[config.mk]
export PLATFORM = sky130hd
export DESIGN_NAME = sigma_delta_dac
export DESIGN_NICKNAME = d
export VERILOG_FILES = /design/src/rtl/sigma_delta_pkg.sv /design/src/rtl/sigma_delta_modulator.sv /design/src/rtl/sigma_delta_dac.sv
export SDC_FILE = /design/constraint.sdc
export NUM_CORES = 1
export LEC_CHECK = 0
export BUFFER_PORTS_ARGS = -buffer_cell sky130_fd_sc_hd__buf_2
export CORE_ASPECT_RATIO = 1.2
export CORE_UTILIZATION = 65
export CTS_CLUSTER_DIAMETER = 80
export DETAILED_ROUTE_END_ITERATION = 6
export PLACE_DENSITY = 0.83
export REMOVE_ABC_BUFFERS = 1
export SYNTH_ARGS = -nofsm -noshare
export SYNTH_HDL_FRONTEND = slang
export SYNTH_SLANG_ARGS = --single-unit
export TNS_END_PERCENT = 50
[constraint.sdc]
create_clock -name clk -period 8.93 [get_ports clk]
set_input_delay 1.3395 -clock clk [delete_from_list [all_inputs] [get_ports clk]]
set_output_delay 1.3395 -clock clk [all_outputs]
set_load 0.05 [all_outputs]
[src/rtl/sigma_delta_pkg.sv]
// Shared types and helpers for the sigma-delta converter family (DAC and ADC
// use the same modulator-order enum so one configuration drives both).
package sigma_delta_pkg;

  typedef enum logic [0:0] {
    MOD_O1 = 1'b0,
    MOD_O2 = 1'b1
  } mod_order_t;

  // Frame counter width for a power-of-two oversampling rate.
  function automatic int rate_log2(input int rate);
    return $clog2(rate);
  endfunction

  function automatic mod_order_t to_mod_order(input int order);
    return (order == 2) ? MOD_O2 : MOD_O1;
  endfunction

  // Two's complement to offset binary is just an MSB flip within the sample width.
  function automatic logic [31:0] to_offset_binary(input logic [31:0] sample,
                                                   input int          width,
                                                   input logic        signed_en);
    logic [31:0] mask;
    mask = 32'd1 << (width - 1);
    return signed_en ? (sample ^ mask) : sample;
  endfunction

endpackage

[src/rtl/sigma_delta_modulator.sv]
// Noise-shaping loop: turns an N-bit unsigned level x into a 1-bit stream whose
// average is x/2^N. Order 1 is a carry accumulator, order 2 uses error feedback.
module sigma_delta_modulator
  import sigma_delta_pkg::*;
#(
  parameter int MOD_ORDER = 1,
  parameter int N         = 16
) (
  input  logic         clk,
  input  logic         rst,
  input  logic [N-1:0] x,
  output logic         pin
);
  localparam mod_order_t ORDER = to_mod_order(MOD_ORDER);

  generate
    if (ORDER == MOD_O2) begin : g_order2
      localparam logic signed [N+2:0] HALF = (N+3)'(2 ** (N - 1));
      localparam logic signed [N+2:0] FULL = (N+3)'(2 ** N);

      logic signed [N+2:0] e1_reg;
      logic signed [N+2:0] e2_reg;
      logic signed [N+2:0] v;
      logic signed [N+2:0] e_new;
      logic                q;

      // Three guard bits keep x + 2*e1 - e2 exact for errors bounded by 2^N.
      assign v     = $signed({3'b000, x}) + (e1_reg <<< 1) - e2_reg;
      assign q     = (v >= HALF);
      assign e_new = q ? (v - FULL) : v;

      always_ff @(posedge clk or posedge rst) begin
        if (rst) begin
          e1_reg <= '0;
          e2_reg <= '0;
          pin    <= 1'b0;
        end else begin
          e2_reg <= e1_reg;
          e1_reg <= e_new;
          pin    <= q;
        end
      end
    end else begin : g_order1
      logic [N-1:0] acc_reg;
      logic [N:0]   sum;

      assign sum = {1'b0, acc_reg} + {1'b0, x};

      always_ff @(posedge clk or posedge rst) begin
        if (rst) begin
          acc_reg <= '0;
          pin     <= 1'b0;
        end else begin
          acc_reg <= sum[N-1:0];
          pin     <= sum[N];
        end
      end
    end
  endgenerate

endmodule

[src/rtl/sigma_delta_dac.sv]
// Sigma-delta DAC: one-deep sample buffer, frame counter and linear
// interpolator feeding the 1-bit noise-shaping modulator.
module sigma_delta_dac
  import sigma_delta_pkg::*;
#(
  parameter int OVERSAMPLE_RATE = 256,
  parameter int DAC_BITLEN      = 16,
  parameter bit SIGNED_INPUT    = 1'b1,
  parameter bit INTERP_ENABLE   = 1'b1,
  parameter int MOD_ORDER       = 1
) (
  input  logic                  clk,
  input  logic                  rst,
  input  logic [DAC_BITLEN-1:0] dac_input,
  input  logic                  dac_valid,
  output logic                  dac_ready,
  output logic                  dac_pin,
  output logic                  dac_underrun
);
  localparam int N  = DAC_BITLEN;
  localparam int K  = rate_log2(OVERSAMPLE_RATE);
  localparam int LW = N + K + 1;
  localparam logic [N-1:0] MID     = {1'b1, {(N-1){1'b0}}};
  localparam logic [K-1:0] PH_LAST = K'(OVERSAMPLE_RATE - 1);

  logic [K-1:0]           ph_reg;
  logic                   pend_full_reg;
  logic [N-1:0]           pend_reg;
  logic [N-1:0]           nxt_reg;
  logic signed [LW-1:0]   lev_reg;
  logic signed [N:0]      step_reg;

  logic                   tick;
  logic                   accept;
  logic [N-1:0]           sample_u;
  logic [N-1:0]           new_nxt;
  logic signed [N:0]      new_step;
  logic [N-1:0]           x;

  assign tick         = (ph_reg == PH_LAST);
  assign dac_ready    = !pend_full_reg && !rst;
  assign accept       = dac_valid && dac_ready;
  assign dac_underrun = tick && !pend_full_reg && !rst;

  assign sample_u = N'(to_offset_binary(32'(dac_input), N, SIGNED_INPUT));

  // The outgoing nxt becomes the new cur; its value lives on as lev's reload base.
  assign new_nxt  = pend_full_reg ? pend_reg : nxt_reg;
  assign new_step = INTERP_ENABLE ? ($signed({1'b0, new_nxt}) - $signed({1'b0, nxt_reg}))
                                  : '0;

  // lev never leaves [0, (2^N-1)*2^K] across a frame, so its integer part fits N bits.
  assign x = lev_reg[K +: N];

  always_ff @(posedge clk or posedge rst) begin
    if (rst) begin
      ph_reg        <= '0;
      pend_full_reg <= 1'b0;
      pend_reg      <= '0;
      nxt_reg       <= MID;
      lev_reg       <= $signed({1'b0, MID, {K{1'b0}}});
      step_reg      <= '0;
    end else begin
      ph_reg <= ph_reg + K'(1);

      if (tick) begin
        nxt_reg  <= new_nxt;
        lev_reg  <= $signed({1'b0, nxt_reg, {K{1'b0}}});
        step_reg <= new_step;
      end else begin
        lev_reg <= lev_reg + $signed({{K{step_reg[N]}}, step_reg});
      end

      // A same-cycle accept lands after the tick has already consumed pend.
      if (accept) begin
        pend_reg      <= sample_u;
        pend_full_reg <= 1'b1;
      end else if (tick) begin
        pend_full_reg <= 1'b0;
      end
    end
  end

  sigma_delta_modulator #(
    .MOD_ORDER(MOD_ORDER),
    .N        (N)
  ) u_modulator (
    .clk(clk),
    .rst(rst),
    .x  (x),
    .pin(dac_pin)
  );

endmodule

==> run metrics, run 1 <==
Die W=91.76 um; dpl hpwl=9599 um; hold crit path type=flip-flop to flip-flop; hold depth=1; xor/xnor cell area share of the yosys netlist=6.133%; Syn Std Cell Area=6284 um2; CP arrival=2.28 ns; routability congestion estimate=0.9103; Reg-to-Reg End=step_reg[16]$_DFFE_PP0P_; CTS tree=done; RSZ-0062 raised after global routing=false; Die H=109.7 um; Cell Area, Placed=6471 um2; Critical Path Sink Type=output pin; vias in the first global route=4830; largest family of logic cells by synthesized area=compound AO/OA/AOI/OAI gates; Startpoint Class=flip-flop; Synth Area in Compound Gates=22.12%; first-pass GRT wire length=21830 um; required time worst endpoint=7.59 ns; final hold vios=0; # port buffers=21; Post-Route WL=12970 um; ys flop type=dfrtp_1; CTS resizes=0; Root Buffer=clkbuf_8; # setup viols final=0; fin. max-slew vios=0; filler instances=699; Mean Syn Cell Area=9.435 um2; flops & latches, synth=99; Post-CTS Setup Bufs=0; Hold EP=u_modulator.g_order1.acc_reg[0]$_DFF_PP0_; antenna violations before repair=0; flop-to-flop setup slack=6.22 ns; R2R depth=9; Reg area=2480 um2; remaining antenna violation count=0; Via Count=4950; vias per inst=6.164; Num CTS Buffers=9; Die Area=10070 um2; total number of H-tree levels=3; worst hold path startpoint=u_modulator.g_order1.acc_reg[0]$_DFF_PP0_; Clock Sinks=99; crit share post-route=40.52%; n_diodes=0; DRC viols=0; clock latency on the worst-skew pair=0.38 ns; max FFs per register=24; Initial Util=68.12%; skew final=0.01321 ns; Post-Syn Instances=666; Max Clock Freq=276.4 MHz; All-Layer GR Usage=27.61%; total power=1245 uW; layout cells sized above 1=11.71%; post-synthesis cell type count=60; Max-cap violations=0; drt initial violations=278; r2r startpoint=pend_full_reg$_DFFE_PP0P_; post-synthesis simple-gate area fraction=13.38%; status=finished, final reports clean; design area=6680 um2; CTS hold repair buffers=0; Core ar.=9224 um2; register area share after synthesis=39.47%; number of synthesized flops with an enable pin=0; largest net degree at the start of global routing=67; Ports=22; final net count=756; Max IR drop VDD=0.0001967 V; TNS Setup=0 ns; power per cell area=186.3 nW/um2; Clk pin slew, worst setup/hold paths=0.10 ns; Adder-Cell Fraction of Synth Area=12.11%; Ys Warns=0; CTS Buffer Depth=2; Crit Path Class=flip-flop to output pin; Multi-input gate area=3602 um2; FFs w/ async S/R, synth=100.0%; Min Clock Period, post-route=3.619 ns; CP max FO=66; mux cell area share after synthesis=3.505%; Core Rows=38; LEAKAGE=0.003342 uW; GRT Residual Overflow=0; minimum hold slack=0.4804 ns; Area growth syn-to-layout=6.312%; WL per Instance=16.15 um; First-pass DRT Iterations=4; max_slew headroom=47.68%; Slew @ Worst Pin=0.7848 ns
-- cells in the mapped netlist, types with 3 or more instances --
cell type / count / area [um2]
a211oi_2: 3 / 37.54
mux2_2: 16 / 180.2
a211o_1: 3 / 26.28
o21a_1: 9 / 67.56
clkbuf_1: 16 / 60.06
and3_1: 7 / 43.79
a21o_1: 16 / 120.1
mux2i_1: 4 / 40.04
o211ai_1: 10 / 75.07
o21ai_2: 3 / 26.28
inv_1: 27 / 101.4
nor2_1: 37 / 138.9
xnor2_1: 25 / 219.0
fa_1: 3 / 60.06
ha_1: 56 / 700.7
nor3_1: 6 / 30.03
o31ai_1: 4 / 30.03
o22ai_1: 3 / 18.77
nand3_1: 13 / 65.06
a31oi_1: 8 / 50.05
buf_2: 6 / 30.03
xor2_1: 19 / 166.4
a21oi_1: 50 / 250.2
dfrtp_1: 97 / 2427
nand2_1: 78 / 292.8
a211oi_1: 7 / 52.55
o21ai_1: 3 / 15.01
nor4_1: 5 / 31.28
nand4_1: 5 / 31.28
o21ai_0: 67 / 335.3
or3_1: 4 / 25.02
and2_1: 7 / 43.79
nand2b_1: 12 / 75.07
-- report_power, final --
group,switching [uW],internal (uW)
Clock,173,134
Combinational,246,184
Sequential,21.7,485
Total,441,804
-- cells in the final DEF (no fill, tap or decap), drive strengths merged, types with 4 or more instances in the layout --
cell type   n
buf        25
o31ai       6
nand2      78
dfrtp      97
and3        7
xnor2      25
nor4        5
nor3        6
ha         56
inv        29
o21ai      73
mux2       16
o21a        9
a21oi      51
nand4       5
clkbuf      9
a21o       18
nand2b     12
a31oi       8
xor2       19
o211ai     10
or3         4
mux2i       4
nand3      15
and2        7
a211oi     10
nor2       37
-- area by class of cell --
type	count	area share (%)
clock buffer	9	1.854
clock inverter	7	1.274
inverter	27	1.555
multi-input combinational	516	53.92
sequential	99	37.12
tap	120	2.248
timing repair buffer	25	2.023
-- per-layer routing --
layer | routed length (um) | share of wire, % | track usage [%] | up-vias
met4 | 331 | 2.6 | 10.83 | 0
li1 | - | - | - | 2427
met1 | 5579 | 43 | 34.81 | 2365
met3 | 549 | 4.2 | 3.873 | 27
met2 | 6508 | 50 | 48.50 | 131
met5 | 0 | 0 | 0 | -
-- kinds of logic after synthesis --
kind of cell,after synthesis
adder cells (fa/ha/maj),59
flip-flops,99
buffers and inverters,51
XOR/XNOR,44
multiplexers,20
AO/OA/AOI/OAI,211
AND/OR/NAND/NOR,182
-- critical path: stages, from the launching register on --
cell	delay, ns
dfrtp_1	0.41
ha_1	0.20
nand3_1	0.13
nor2_1	0.25
nand3_2	0.10
buf_4	0.32
nor3_1	0.20
buf_2	0.29
-- worst max path at each step --
| stage | to | slack, ns | depth (start not counted) | startpoint |
|---|---|---|---|---|
| 6_report | dac_underrun | 5.31 | 7 | ph_reg[0]$_DFF_PP0_ |
| 5_1_grt | dac_underrun | 5.16 | 7 | ph_reg[0]$_DFF_PP0_ |
| 4_1_cts | dac_underrun | 5.31 | 7 | ph_reg[0]$_DFF_PP0_ |
| 3_5_place_dp | dac_underrun | 5.67 | 3 | rst |
| 3_3_place_gp | dac_underrun | 5.67 | 3 | rst |
| 2_1_floorplan | dac_underrun | 4.19 | 5 | ph_reg[0]$_DFF_PP0_ |
-- stage by stage --
stage          util [%]  std cells  setup WS, ns
3_5_place_dp      70.16        787         5.670
5_1_grt           72.42        803         5.160
4_1_cts           72.42        803         5.305
6_report          72.42        803         5.311
3_3_place_gp      70.16        787         5.672
2_1_floorplan         -        642         4.188
(Power assumes the default switching activity.)
==> inputs of run 2 (changes only) <==
--- a/config.mk
+++ b/config.mk
@@ -7,10 +7,10 @@
 export LEC_CHECK = 0
 export BUFFER_PORTS_ARGS = -buffer_cell sky130_fd_sc_hd__buf_2
 export CORE_ASPECT_RATIO = 1.2
-export CORE_UTILIZATION = 65
+export CORE_UTILIZATION = 57
 export CTS_CLUSTER_DIAMETER = 80
 export DETAILED_ROUTE_END_ITERATION = 6
-export PLACE_DENSITY = 0.83
+export PLACE_DENSITY = 0.77
 export REMOVE_ABC_BUFFERS = 1
 export SYNTH_ARGS = -nofsm -noshare
 export SYNTH_HDL_FRONTEND = slang
==> constraint.sdc (replaced) <==
create_clock -name clk -period 2.9 [get_ports clk]
set_input_delay 0.435 -clock clk [delete_from_list [all_inputs] [get_ports clk]]
set_output_delay 0.435 -clock clk [all_outputs]
set_load 0.05 [all_outputs]
==> run 2 against run 1 <==
Sequential power increased to 3.1 times the previous value. Clock skew down 0.0055 ns. Sequential share of layout area fell by 0.70 points. Via count down 0.79%. Register-to-register slack got worse by 6.1 ns. Die area is 14% higher. Clock power rose to 4.1 times the previous value. Critical path depth grew 2. Combinational power grew to 3.1 times the previous value. First-iteration DRC count down 7.2%. Final cell count grew 1.2%.
==> run metrics, run 2 (synthesized netlist as in run 1, its figures left out) <==
Reg-to-Reg End=step_reg[8]$_DFFE_PP0P_; GRT Residual Overflow=0; Core ar.=10620 um2; largest net degree at the start of global routing=66; slowest stage cell, crit path=dfrtp_2; LEAKAGE=0.003400 uW; All-Layer GR Usage=24.51%; filler instances=854; Core Rows=41; Slew @ Worst Pin=0.7618 ns; flop-to-flop setup slack=0.17 ns; clock latency on the worst-skew pair=0.35 ns; RSZ-0062 raised after global routing=false; crit-path cells=mux2i_1 -> ha_1 -> fa_1 -> nand2b_1 -> a21oi_1 -> o21ai_1 -> a21boi_0 -> nor3_1 -> o31ai_1; drt initial violations=258; CP arrival=2.99 ns; routability congestion estimate=0.8922; crit share post-route=94.31%; CTS hold repair buffers=0; # port buffers=21; Post-Route WL=13310 um; CTS tree=done; # setup viols final=0; skew final=0.007725 ns; most common cell after layout, fill and taps aside=dfrtp_1; Die Area=11450 um2; n_diodes=0; total power=4128 uW; Clock Sinks=99; hold crit path type=input port to asynchronous set/reset pin; Num CTS Buffers=9; vias per inst=6.041; CP max FO=15; Critical Path Sink Type=flip-flop; TNS Setup=0 ns; Initial Util=59.17%; Clk pin slew, worst setup/hold paths=0.07 ns; CP max stage delay=0.50 ns; R2R depth=9; Via Count=4911; Max IR drop VDD=0.0004341 V; remaining antenna violation count=0; Min Clock Period, post-route=2.735 ns; DRC viols=0; vias in the first global route=4724; status=finished, final reports clean; max_slew headroom=49.21%; Startpoint Class=flip-flop; Area growth syn-to-layout=8.423%; first-pass GRT wire length=22290 um; layout cells sized above 1=11.99%; CTS Buffer Depth=2; Crit Path Class=flip-flop to flip-flop; First-pass DRT Iterations=4; Max Clock Freq=365.6 MHz; r2r startpoint=pend_full_reg$_DFFE_PP0P_; power per cell area=605.9 nW/um2; required time worst endpoint=3.16 ns; max FFs per register=24; dpl hpwl=9761 um; final hold vios=0; WL per Instance=16.37 um; Final Core Density=64.16%; Die H=117.0 um; Root Buffer=clkbuf_16; Max-cap violations=0; total number of H-tree levels=3; final instance count without filler cells=813; most frequent cells in the layout=96 x dfrtp_1, 78 x nand2_1, 67 x o21ai_0; Die W=97.85 um; antenna violations before repair=0; Placed Cells=797; fin. max-slew vios=0; final net count=757; Ports=22
==> run 2: cell count changes in the layout (fill, tap and decap cells not counted) <==
| cell | change |
|---|---|
| clkinvlp_4 | -1 |
| buf_12 | +1 |
| clkbuf_16 | +9 |
| dfrtp_2 | +1 |
| inv_8 | -1 |
| clkbuf_8 | -9 |
| inv_6 | +2 |
| dfrtp_1 | -1 |
==> run 2: routing by layer <==
layer	vias up	wire length, um	share of wire (%)	track usage, %
met1	2348	6021	45	31.43
met5	-	0	0	0
li1	2440	-	-	-
met4	0	262	2.0	8.687
met2	99	6595	50	42.91
met3	24	432	3.2	3.266
==> run 2: repair_timing <==
action / 4_1_cts / 5_1_grt
resized for setup: 0 / 1
setup buffers: 0 / 0
setup endpoints to repair: 0 / 3
==> run 2: where the power goes <==
part | switching [uW] | leakage [uW] | internal (uW) | total [uW]
sequential | 66.4 | 0.00132 | 1500 | 1560
clock | 564 | 0.000149 | 684 | 1250
combinational | 747 | 0.00193 | 570 | 1320
==> run 2: metrics by stage <==
stage	area (um2)	setup WS [ns]	hold slack [ns]
after floorplan	6178	-0.9375	0.4351
after global placement	6502	0.2998	0.4533
after detailed placement	6502	0.2170	0.4599
after CTS	6812	0.08595	0.1363
after global routing	6813	0.01750	0.1743
final	6813	0.1651	0.1162
==> run 2: final cells by class <==
cell class              instances  area, um2  share of cell area, %
repair buffers                 26      155.1                  2.277
clock inverters                 7      83.83                  1.230
inverters                      27      103.9                  1.524
clock buffers                   9      225.2                  3.306
flip-flops and latches         99       2481                  36.42
multi-input cells             516       3602                  52.87
well taps                     129      161.4                  2.369
==> run 2: how the worst max path moves through the flow <==
stage | startpoint | to | slack, ns | cells past startpoint
detailed placement | pend_full_reg$_DFFE_PP0P_ | step_reg[14]$_DFFE_PP0P_ | 0.22 | 9
CTS | pend_full_reg$_DFFE_PP0P_ | step_reg[8]$_DFFE_PP0P_ | 0.09 | 9
finish | pend_full_reg$_DFFE_PP0P_ | step_reg[8]$_DFFE_PP0P_ | 0.17 | 9
global route | pend_full_reg$_DFFE_PP0P_ | step_reg[8]$_DFFE_PP0P_ | 0.02 | 9
floorplan | ph_reg[0]$_DFF_PP0_ | dac_underrun | -0.94 | 5
global placement | pend_full_reg$_DFFE_PP0P_ | step_reg[8]$_DFFE_PP0P_ | 0.30 | 9
==> run 2: critical path, delay by kind of cell, from the launching register on <==
family                   cells  cell delay, ns
AO/OA/AOI/OAI                4            1.10
AND/OR/NAND/NOR              2            0.26
multiplexers                 1            0.16
adder cells (fa/ha/maj)      2            0.62
flip-flops                   1            0.50
==> inputs of run 3 (changes only) <==
--- a/config.mk
+++ b/config.mk
@@ -5,7 +5,7 @@
 export SDC_FILE = /design/constraint.sdc
 export NUM_CORES = 1
 export LEC_CHECK = 0
-export BUFFER_PORTS_ARGS = -buffer_cell sky130_fd_sc_hd__buf_2
+export BUFFER_PORTS_ARGS = -buffer_cell sky130_fd_sc_hd__buf_4
 export CORE_ASPECT_RATIO = 1.2
 export CORE_UTILIZATION = 57
 export CTS_CLUSTER_DIAMETER = 80
@@ -15,4 +15,4 @@
 export SYNTH_ARGS = -nofsm -noshare
 export SYNTH_HDL_FRONTEND = slang
 export SYNTH_SLANG_ARGS = --single-unit
-export TNS_END_PERCENT = 50
+export TNS_END_PERCENT = 100
==> run 3 against run 2 <==
Die area did not move. Combinational power barely moved. Core utilization rose by 0.92 points. First-iteration DRC count fell by 11%. Sequential power barely moved.
==> run metrics, run 3 (synthesized netlist as in run 1, its figures left out) <==
CP arrival=2.96 ns; final hold vios=0; final net count=759; power per cell area=603.6 nW/um2; flop-to-flop setup slack=0.19 ns; drt initial violations=229; antenna violations before repair=0; Die W=97.85 um; Root Buffer=clkbuf_16; Reg-to-Reg End=step_reg[8]$_DFFE_PP0P_; total number of H-tree levels=3; largest net degree at the start of global routing=66; Crit Path Class=flip-flop to flip-flop; RSZ-0062 raised after global routing=false; Num CTS Buffers=9; Critical Path Sink Type=flip-flop; hold crit path type=input port to asynchronous set/reset pin; Post-CTS Setup Bufs=0; most common cell after layout, fill and taps aside=dfrtp_1; CTS hold repair buffers=0; r2r startpoint=pend_full_reg$_DFFE_PP0P_; Core ar.=10620 um2; first-pass GRT wire length=22820 um; crit-path cells=mux2i_1 -> ha_1 -> fa_1 -> nand2b_1 -> a21oi_1 -> o21ai_1 -> a21boi_0 -> nor3_1 -> o31ai_1; skew final=0.01027 ns; max_slew headroom=54.15%; clock latency on the worst-skew pair=0.35 ns; Max IR drop VDD=0.0005381 V; # port buffers=21; Min Clock Period, post-route=2.708 ns; Multi-input gate area=3602 um2; Die H=117.0 um; Startpoint Class=flip-flop; CP max FO=13; pre-CTS WS=0.2446 ns; vias in the first global route=4946; most frequent cells in the layout=97 x dfrtp_1, 78 x nand2_1, 67 x o21ai_0; # setup viols final=0; WL per Instance=16.40 um; Ports=22; slowest stage cell, crit path=dfrtp_1; vias per inst=6.031; Post-Route WL=13360 um; First-pass DRT Iterations=5; Slew @ Worst Pin=0.6878 ns; Core Rows=41; CTS tree=done; Via Count=4915; n_diodes=0; fin. max-slew vios=0; max FFs per register=24; LEAKAGE=0.003443 uW; Area growth syn-to-layout=9.976%; CP max stage delay=0.56 ns; crit share post-route=93.38%; status=finished, final reports clean; total power=4171 uW; required time worst endpoint=3.15 ns; Initial Util=59.17%; remaining antenna violation count=0; Reg area=2480 um2; Die Area=11450 um2; Clk pin slew, worst setup/hold paths=0.07 ns; final worst slack=0.1918 ns; routability congestion estimate=0.8624; dpl hpwl=9896 um; minimum hold slack=0.1403 ns; Max Clock Freq=369.3 MHz; All-Layer GR Usage=25.06%; layout cells sized above 1=12.10%; CTS resizes=0; Max-cap violations=0; CTS Buffer Depth=2; R2R depth=9; filler instances=840; DRC viols=0; GRT Residual Overflow=0; Clock Sinks=99
run 3: cell types whose count changed in the layout (fill, tap and decap cells not counted), sizes merged:
cell,previous run,this run
inv,30,32
clkinv,2,0
clkbuf,9,10
clkinvlp,1,0
buf,26,28
run 3: layer usage:
layer  share of wire (%)  vias up  track usage (%)
met5                   0        -                0
met4                 2.5        0            11.62
met3                 3.1       26            3.266
met2                  49      103            43.66
met1                  45     2354            31.35
li1                    -     2432                -
run 3: final cells by class:
type | instances | share of cell area (%)
Timing Repair Buffer | 28 | 3.585
Clock buffer | 10 | 3.458
Clock inverter | 6 | 1.104
Sequential cell | 99 | 35.89
Inverter | 27 | 1.503
Multi-Input combinational cell | 516 | 52.13
Tap cell | 129 | 2.336
run 3: worst max-delay path by stage:
| stage | startpoint | endpoint |
|---|---|---|
| after floorplan | ph_reg[0]$_DFF_PP0_ | dac_underrun |
| after global placement | pend_full_reg$_DFFE_PP0P_ | step_reg[8]$_DFFE_PP0P_ |
| after detailed placement | pend_full_reg$_DFFE_PP0P_ | step_reg[8]$_DFFE_PP0P_ |
| after CTS | pend_full_reg$_DFFE_PP0P_ | step_reg[8]$_DFFE_PP0P_ |
| after global routing | pend_full_reg$_DFFE_PP0P_ | step_reg[16]$_DFFE_PP0P_ |
| final | pend_full_reg$_DFFE_PP0P_ | step_reg[8]$_DFFE_PP0P_ |
run 3: worst max-delay path: cells and delay by family (launching register included):
| kind | cells | cell delay, ns |
|---|---|---|
| multiplexers | 1 | 0.16 |
| AO/OA/AOI/OAI | 4 | 1.00 |
| adder cells (fa/ha/maj) | 2 | 0.63 |
| flip-flops | 1 | 0.56 |
| AND/OR/NAND/NOR | 2 | 0.26 |
run 3: power breakdown:
group          total, uW  internal [uW]  switching [uW]  leakage [uW]
sequential          1560           1500            65.9       0.00132
combinational       1340            581             755       0.00196
clock               1270            711             562      0.000156
run 3: stage by stage:
stage,instances,util (%),setup TNS (ns),cell area (um2)
2_1_floorplan,642,-,-12.78,6178
3_3_place_gp,799,62.11,0,6595
3_5_place_dp,799,62.11,0,6595
4_1_cts,815,65.08,0,6910
5_1_grt,815,65.08,0,6910
6_report,815,65.08,0,6910
